### src/rtl/tcdm_varlat_pkg.sv
// Shared definitions for the variable-latency TCDM crossbar.
// Latency: n/a (types and constants only).
// Backpressure: n/a.
package tcdm_varlat_pkg;

    localparam int unsigned MaxOutstandingDefault = 4;

    // Index width for a set of n items; a single item still gets one (constant-zero) bit.
    function automatic int unsigned idx_width(input int unsigned n);
        return (n > 1) ? $clog2(n) : 1;
    endfunction

endpackage

### src/rtl/tcdm_varlat_id_fifo.sv
// In-order ID FIFO remembering which master owns each in-flight bank transaction.
// Latency: push visible at the head one cycle later; head read is combinational.
// Backpressure: push ignored when full, pop ignored when empty.
module tcdm_varlat_id_fifo
    import tcdm_varlat_pkg::*;
#(
    parameter  int unsigned Depth  = 4,
    parameter  int unsigned Width  = 2,
    localparam int unsigned UsageW = $clog2(Depth + 1)
) (
    input  logic              clk_i,
    input  logic              rst_i,
    input  logic              push_i,
    input  logic [Width-1:0]  data_i,
    input  logic              pop_i,
    output logic [Width-1:0]  data_o,
    output logic              full_o,
    output logic              empty_o,
    output logic [UsageW-1:0] usage_o
);

    localparam int unsigned PtrW = idx_width(Depth);

    logic [Depth-1:0][Width-1:0] mem_q;
    logic [PtrW-1:0]             wr_ptr_q, rd_ptr_q;
    logic [UsageW-1:0]           usage_q;
    logic                        do_push, do_pop;

    function automatic logic [PtrW-1:0] ptr_inc(input logic [PtrW-1:0] p);
        return (p == PtrW'(Depth - 1)) ? '0 : p + 1'b1;
    endfunction

    assign full_o  = (usage_q == UsageW'(Depth));
    assign empty_o = (usage_q == '0);
    assign usage_o = usage_q;
    assign data_o  = mem_q[rd_ptr_q];
    assign do_push = push_i && !full_o;
    assign do_pop  = pop_i && !empty_o;

    always_ff @(posedge clk_i) begin
        if (do_push) begin
            mem_q[wr_ptr_q] <= data_i;
        end
    end

    always_ff @(posedge clk_i) begin
        if (rst_i) begin
            wr_ptr_q <= '0;
            rd_ptr_q <= '0;
            usage_q  <= '0;
        end else begin
            if (do_push) wr_ptr_q <= ptr_inc(wr_ptr_q);
            if (do_pop)  rd_ptr_q <= ptr_inc(rd_ptr_q);
            case ({do_push, do_pop})
                2'b10:   usage_q <= usage_q + UsageW'(1);
                2'b01:   usage_q <= usage_q - UsageW'(1);
                default: usage_q <= usage_q;
            endcase
        end
    end

endmodule

### src/rtl/tcdm_varlat_bank_arbiter.sv
// Round-robin per-bank arbiter that steers in-order bank responses back to the issuing master.
// Latency: request and response paths are combinational (zero cycles added).
// Backpressure: req_o drops while MaxOutstanding transactions are in flight; masters hold until gnt_o.
module tcdm_varlat_bank_arbiter
    import tcdm_varlat_pkg::*;
#(
    parameter  int unsigned NumIn          = 4,
    parameter  int unsigned ReqDataWidth   = 32,
    parameter  int unsigned RespDataWidth  = 32,
    parameter  int unsigned MaxOutstanding = MaxOutstandingDefault,
    localparam int unsigned IdxW           = idx_width(NumIn),
    localparam int unsigned CntW           = $clog2(MaxOutstanding + 1)
) (
    input  logic                                  clk_i,
    input  logic                                  rst_i,
    input  logic [NumIn-1:0]                      req_i,
    input  logic [NumIn-1:0][ReqDataWidth-1:0]    data_i,
    output logic [NumIn-1:0]                      gnt_o,
    output logic [NumIn-1:0]                      vld_o,
    output logic [RespDataWidth-1:0]              rdata_o,
    output logic                                  req_o,
    output logic [ReqDataWidth-1:0]               data_o,
    input  logic                                  gnt_i,
    input  logic                                  vld_i,
    input  logic [RespDataWidth-1:0]              rdata_i,
    output logic [CntW-1:0]                       outstanding_o,
    output logic                                  err_o
);

    if (NumIn == 0 || MaxOutstanding == 0) begin : g_bad_params
        $fatal(1, "tcdm_varlat_bank_arbiter: NumIn and MaxOutstanding must both be >= 1");
    end

    // With a single master the pointer is one bit that never leaves zero.
    logic [IdxW-1:0] rr_q;
    logic [IdxW-1:0] winner, head_idx;
    logic            found, full, empty, xfer, pop, err_q;

    function automatic logic [IdxW-1:0] wrap_idx(input logic [IdxW-1:0] base,
                                                 input int unsigned    off);
        int unsigned s;
        s = 32'(base) + off;
        if (s >= NumIn) s = s - NumIn;
        return IdxW'(s);
    endfunction

    always_comb begin
        winner = rr_q;
        found  = 1'b0;
        for (int unsigned i = 0; i < NumIn; i++) begin
            if (!found && req_i[wrap_idx(rr_q, i)]) begin
                winner = wrap_idx(rr_q, i);
                found  = 1'b1;
            end
        end
    end

    // Full is a registered condition, so a pop cannot re-open the request path this cycle.
    assign req_o   = found && !full;
    assign data_o  = data_i[winner];
    assign xfer    = req_o && gnt_i;
    assign gnt_o   = xfer ? (NumIn'(1) << winner) : '0;

    assign pop     = vld_i && !empty;
    assign vld_o   = pop ? (NumIn'(1) << head_idx) : '0;
    assign rdata_o = rdata_i;
    assign err_o   = err_q;

    always_ff @(posedge clk_i) begin
        if (rst_i) begin
            rr_q  <= '0;
            err_q <= 1'b0;
        end else begin
            if (xfer)           rr_q  <= wrap_idx(winner, 1);
            if (vld_i && empty) err_q <= 1'b1;
        end
    end

    tcdm_varlat_id_fifo #(
        .Depth (MaxOutstanding),
        .Width (IdxW)
    ) i_id_fifo (
        .clk_i   (clk_i),
        .rst_i   (rst_i),
        .push_i  (xfer),
        .data_i  (winner),
        .pop_i   (pop),
        .data_o  (head_idx),
        .full_o  (full),
        .empty_o (empty),
        .usage_o (outstanding_o)
    );

endmodule

### config.mk
export PLATFORM = sky130hd
export DESIGN_NAME = tcdm_varlat_bank_arbiter
export DESIGN_NICKNAME = d
export VERILOG_FILES = /design/src/rtl/tcdm_varlat_pkg.sv /design/src/rtl/tcdm_varlat_id_fifo.sv /design/src/rtl/tcdm_varlat_bank_arbiter.sv
export SDC_FILE = /design/constraint.sdc
export NUM_CORES = 1
export LEC_CHECK = 0
export CAP_MARGIN = 5
export CELL_PAD_IN_SITES_DETAIL_PLACEMENT = 0
export CELL_PAD_IN_SITES_GLOBAL_PLACEMENT = 1
export CORE_MARGIN = 1
export CORE_UTILIZATION = 18
export CTS_CLUSTER_DIAMETER = 150
export DETAILED_ROUTE_END_ITERATION = 10
export PLACE_DENSITY_LB_ADDON = 0.1
export SKIP_LAST_GASP = 1
export SYNTH_ARGS = -nofsm -noshare
export SYNTH_HDL_FRONTEND = slang
export SYNTH_HIERARCHICAL = 1
export SYNTH_SLANG_ARGS = --single-unit
### constraint.sdc
create_clock -name clk_i -period 2.65 [get_ports clk_i]
set_input_delay 0.265 -clock clk_i [delete_from_list [all_inputs] [get_ports clk_i]]
set_output_delay 0.265 -clock clk_i [all_outputs]
set_load 0.005 [all_outputs]
==> impl_metrics.tcl <==
set metrics [dict create \
    period_needed_ps 2540 \
    critical_path_buf_inv_count 4 \
    maxCapViolations 0 \
    synth_flop_cell "dfxtp_1" \
    end_kind "primary output" \
    crit_required_ps 2380 \
    n_antenna_cell 0 \
    dp_slack_ps -188 \
    syn_area_per_cell_um2 12.0 \
    grt_pass1_wl_um 12800 \
    synthSimpleGateAreaFrac_pct 10.7 \
    hold_viol 0 \
    synth.top_cell.area_share_pct 37.1 \
    grt_pass1_vias 2159 \
    drt_first_pass_iters 4 \
    clock_latency_ps 240 \
    synth_commonest_cells "34 x mux4_2, 32 x buf_4, 13 x nor2_1" \
    rows 38 \
    synthTopCellsByArea "mux4_2 37%, buf_4 12%, edfxtp_1 12%" \
    start_util_pct 18.8 \
    drt-total-wl_um 9160 \
    syn_inst 172 \
    synthArstFlopShare_pct 0 \
    gr-total-overflow 0 \
    synth_warnings 6 \
    cts_num_sinks 18 \
    ant_nets 0 \
    min_path_cells 2 \
    max_slew.worst_pin.slew_ps 488 \
    fillCellCount 1094 \
    die_w_um 109 \
    cts-buffers-inserted 3 \
    synth_cell_types 35 \
    cp.arrival_ps 2280 \
    cts_tree "built" \
    finalMaxSlewViolations 0 \
    fin_util_pct 37.9 \
    dieArea_um2 11900 \
    synth_fa_ha_area_share_pct 4.61 \
    cpPeakStageDelay_ps 460 \
    dpl.hpwl_um 7850 \
    drive_gt1_share_pct 23.5 \
    critPathTopFamily "buffers and inverters" \
    rsz0062_at_grt "no" \
    fmax_ghz 0.393 \
    avgRoutedWirePerCell_um 18.9 \
    reg2reg_depth 12 \
    clock_path_buffers 2 \
    synth_edf_count 8 \
    antenna_found_initial 0 \
    synthXorXnorAreaFrac_pct 1.27 \
    num-nets-final 520 \
    first_iter_violations 67 \
    rr_startpoint "i_id_fifo/usage_o[0]$_SDFFE_PP0P_" \
    synth_compound_area_share_pct 5.52 \
    place_congestion 0.702 \
    clock_skew_ps 1.36 \
    grt_usage_pct 14.6 \
    hold_class "register to register" \
    synth.area.mux_share_pct 38.8 \
    synth_top_family_by_area "multiplexers" \
    pin_count 245 \
    power_mw 1.91 \
    drc 0 \
    fin_tns_setup_ps 0 \
    cts-hold-fix-buffers 0 \
    vias_per_cell 4.24 \
    dp.cells 471 \
    ys_seq_area_share_pct 21.3 \
    htree_num_levels 1 \
    r2r_slack_ps 280 \
    synthesis.area_um2 2060 \
    hp-start "err_o$_SDFFE_PP0P_" \
    core_area_um2 11000 \
    r2r_end "i_id_fifo/usage_o[2]$_SDFFE_PP0P_" \
    synth_top_cell_by_area "mux4_2" \
    path_clk_slew_ps 50 \
    io_buffers 180 \
    critical_path_class "register to primary output" \
    yosysMostFrequentCell "mux4_2" \
    die_h_um 109 \
    vias 2053 \
    instances_no_fill 484 \
    power.density_nw_per_um2 457 \
    layout_setup_ws_ps 108 \
    status "complete, no violations" \
    ctsRootBufferMaster "clkbuf_16" \
    vdd_drop_max_mv 0.327 \
    setup_viol 0 \
    path_max_fanout 7 \
    p_leak_nw 1.73 \
    hold_end "err_o$_SDFFE_PP0P_" \
    area_growth_syn_to_layout_pct 102 \
    ys_ff_latch 18 \
    fin_crit_sh_pct 95.9 \
    relSlewSlack_pct 67.4 \
    critPathSlowestCell "dfxtp_1" \
    cp_cell_sequence "nand2_1 > a21oi_2 > o221ai_4 > buf_12 > buf_6 > buf_4 > mux4_2 > dlygate4sd2_1" \
    startpoint_type "register" \
    grt_start_max_net_pins 22 \
    synthesis.nets 347 \
]
## cell families after synthesis
group / count (synthesis)
and+or+nand+nor: 39
DFF: 18
buffers and inverters: 52
AOI/OAI and AO/OA: 16
adders and majority gates: 7
xor gates and xnor gates: 3
muxes: 37
## metrics by stage
| step | instance area (um^2) | hold slack [ps] |
|---|---|---|
| 6_report | 4170 | 484 |
| 5_1_grt | 4170 | 530 |
| 4_1_cts | 4100 | 498 |
| 3_5_place_dp | 3930 | 483 |
| 3_3_place_gp | 3930 | 467 |
| 2_1_floorplan | 2060 | 330 |
## where the power goes
| group | switching (mW) | internal (mW) |
|---|---|---|
| clock | 0.0980 | 0.200 |
| sequential | 0.0657 | 0.348 |
| combinational | 0.413 | 0.781 |
| total | 0.577 | 1.33 |
## how the worst max path moves through the flow
stage,slack [ps],depth (start not counted),from,to
after floorplan,260,12,i_id_fifo/usage_o[2]$_SDFFE_PP0P_,i_id_fifo/usage_o[2]$_SDFFE_PP0P_
after global placement,-170,7,req_i[0],data_o[5]
after detailed placement,-190,7,req_i[0],data_o[5]
after CTS,-160,8,req_i[0],data_o[3]
after global routing,7,8,rr_q[1]$_SDFFE_PP0P_,data_o[1]
final,110,8,rr_q[1]$_SDFFE_PP0P_,data_o[1]
## flip-flops by register name (all words and copies together) (netlist names)
| name | count |
|---|---|
| i_id_fifo/mem_q | 8 |
| i_id_fifo/usage_o | 3 |
| i_id_fifo/rd_ptr_q | 2 |
| i_id_fifo/wr_ptr_q | 2 |
| rr_q | 2 |
| err_o | 1 |
## metal layers
layer	part of all wire, %	vias up	global-route usage, %
li1	-	966	-
met2	54	113	27.4
met3	9.2	4	3.47
met4	0.74	0	2.61
met1	37	970	16.7
met5	0	-	0
## cell usage in the layout, fill, tap and decap left out, types with 2 or more instances in the layout
cell type and count:
buf_6 3, and2_1 4, buf_4 20, clkdlybuf4s50_1 143, inv_1 10, dlymetal6s2s_1 17, a21oi_2 3, mux4_2 34
nor2_1 13, buf_12 5, dfxtp_1 10, nand2_1 4, dlygate4sd2_1 20, xor2_1 3, nand2b_1 2, nor3_1 3
a21oi_1 5, or3_1 2, ha_1 6, edfxtp_1 8, mux2i_1 2, nor2b_4 2, and3_1 3, clkbuf_16 3
## what timing repair did
| action | CTS | global route |
|---|---|---|
| setup endpoints to repair | 34 | 34 |
| cloned | 1 | 0 |
| buffers inserted | 7 | 1 |
| pin swaps | 0 | 1 |
| gates resized for setup | 27 | 21 |
## worst min-delay path, stage by stage (launching register included)
cell	delay, ps
dfxtp_1	340
a21oi_1	50
nor2_1	70
## area by class of cell
type                            instances  area, um^2  area share, %
Multi-Input combinational cell        102        1300           31.2
Sequential cell                        18         440           10.6
Clock inverter                          1        3.75         0.0901
Inverter                               11        41.3          0.991
Clock buffer                            3        75.1           1.80
Timing Repair Buffer                  209        2130           51.1
Tap cell                              140         175           4.20
(Power assumes the default switching activity.)
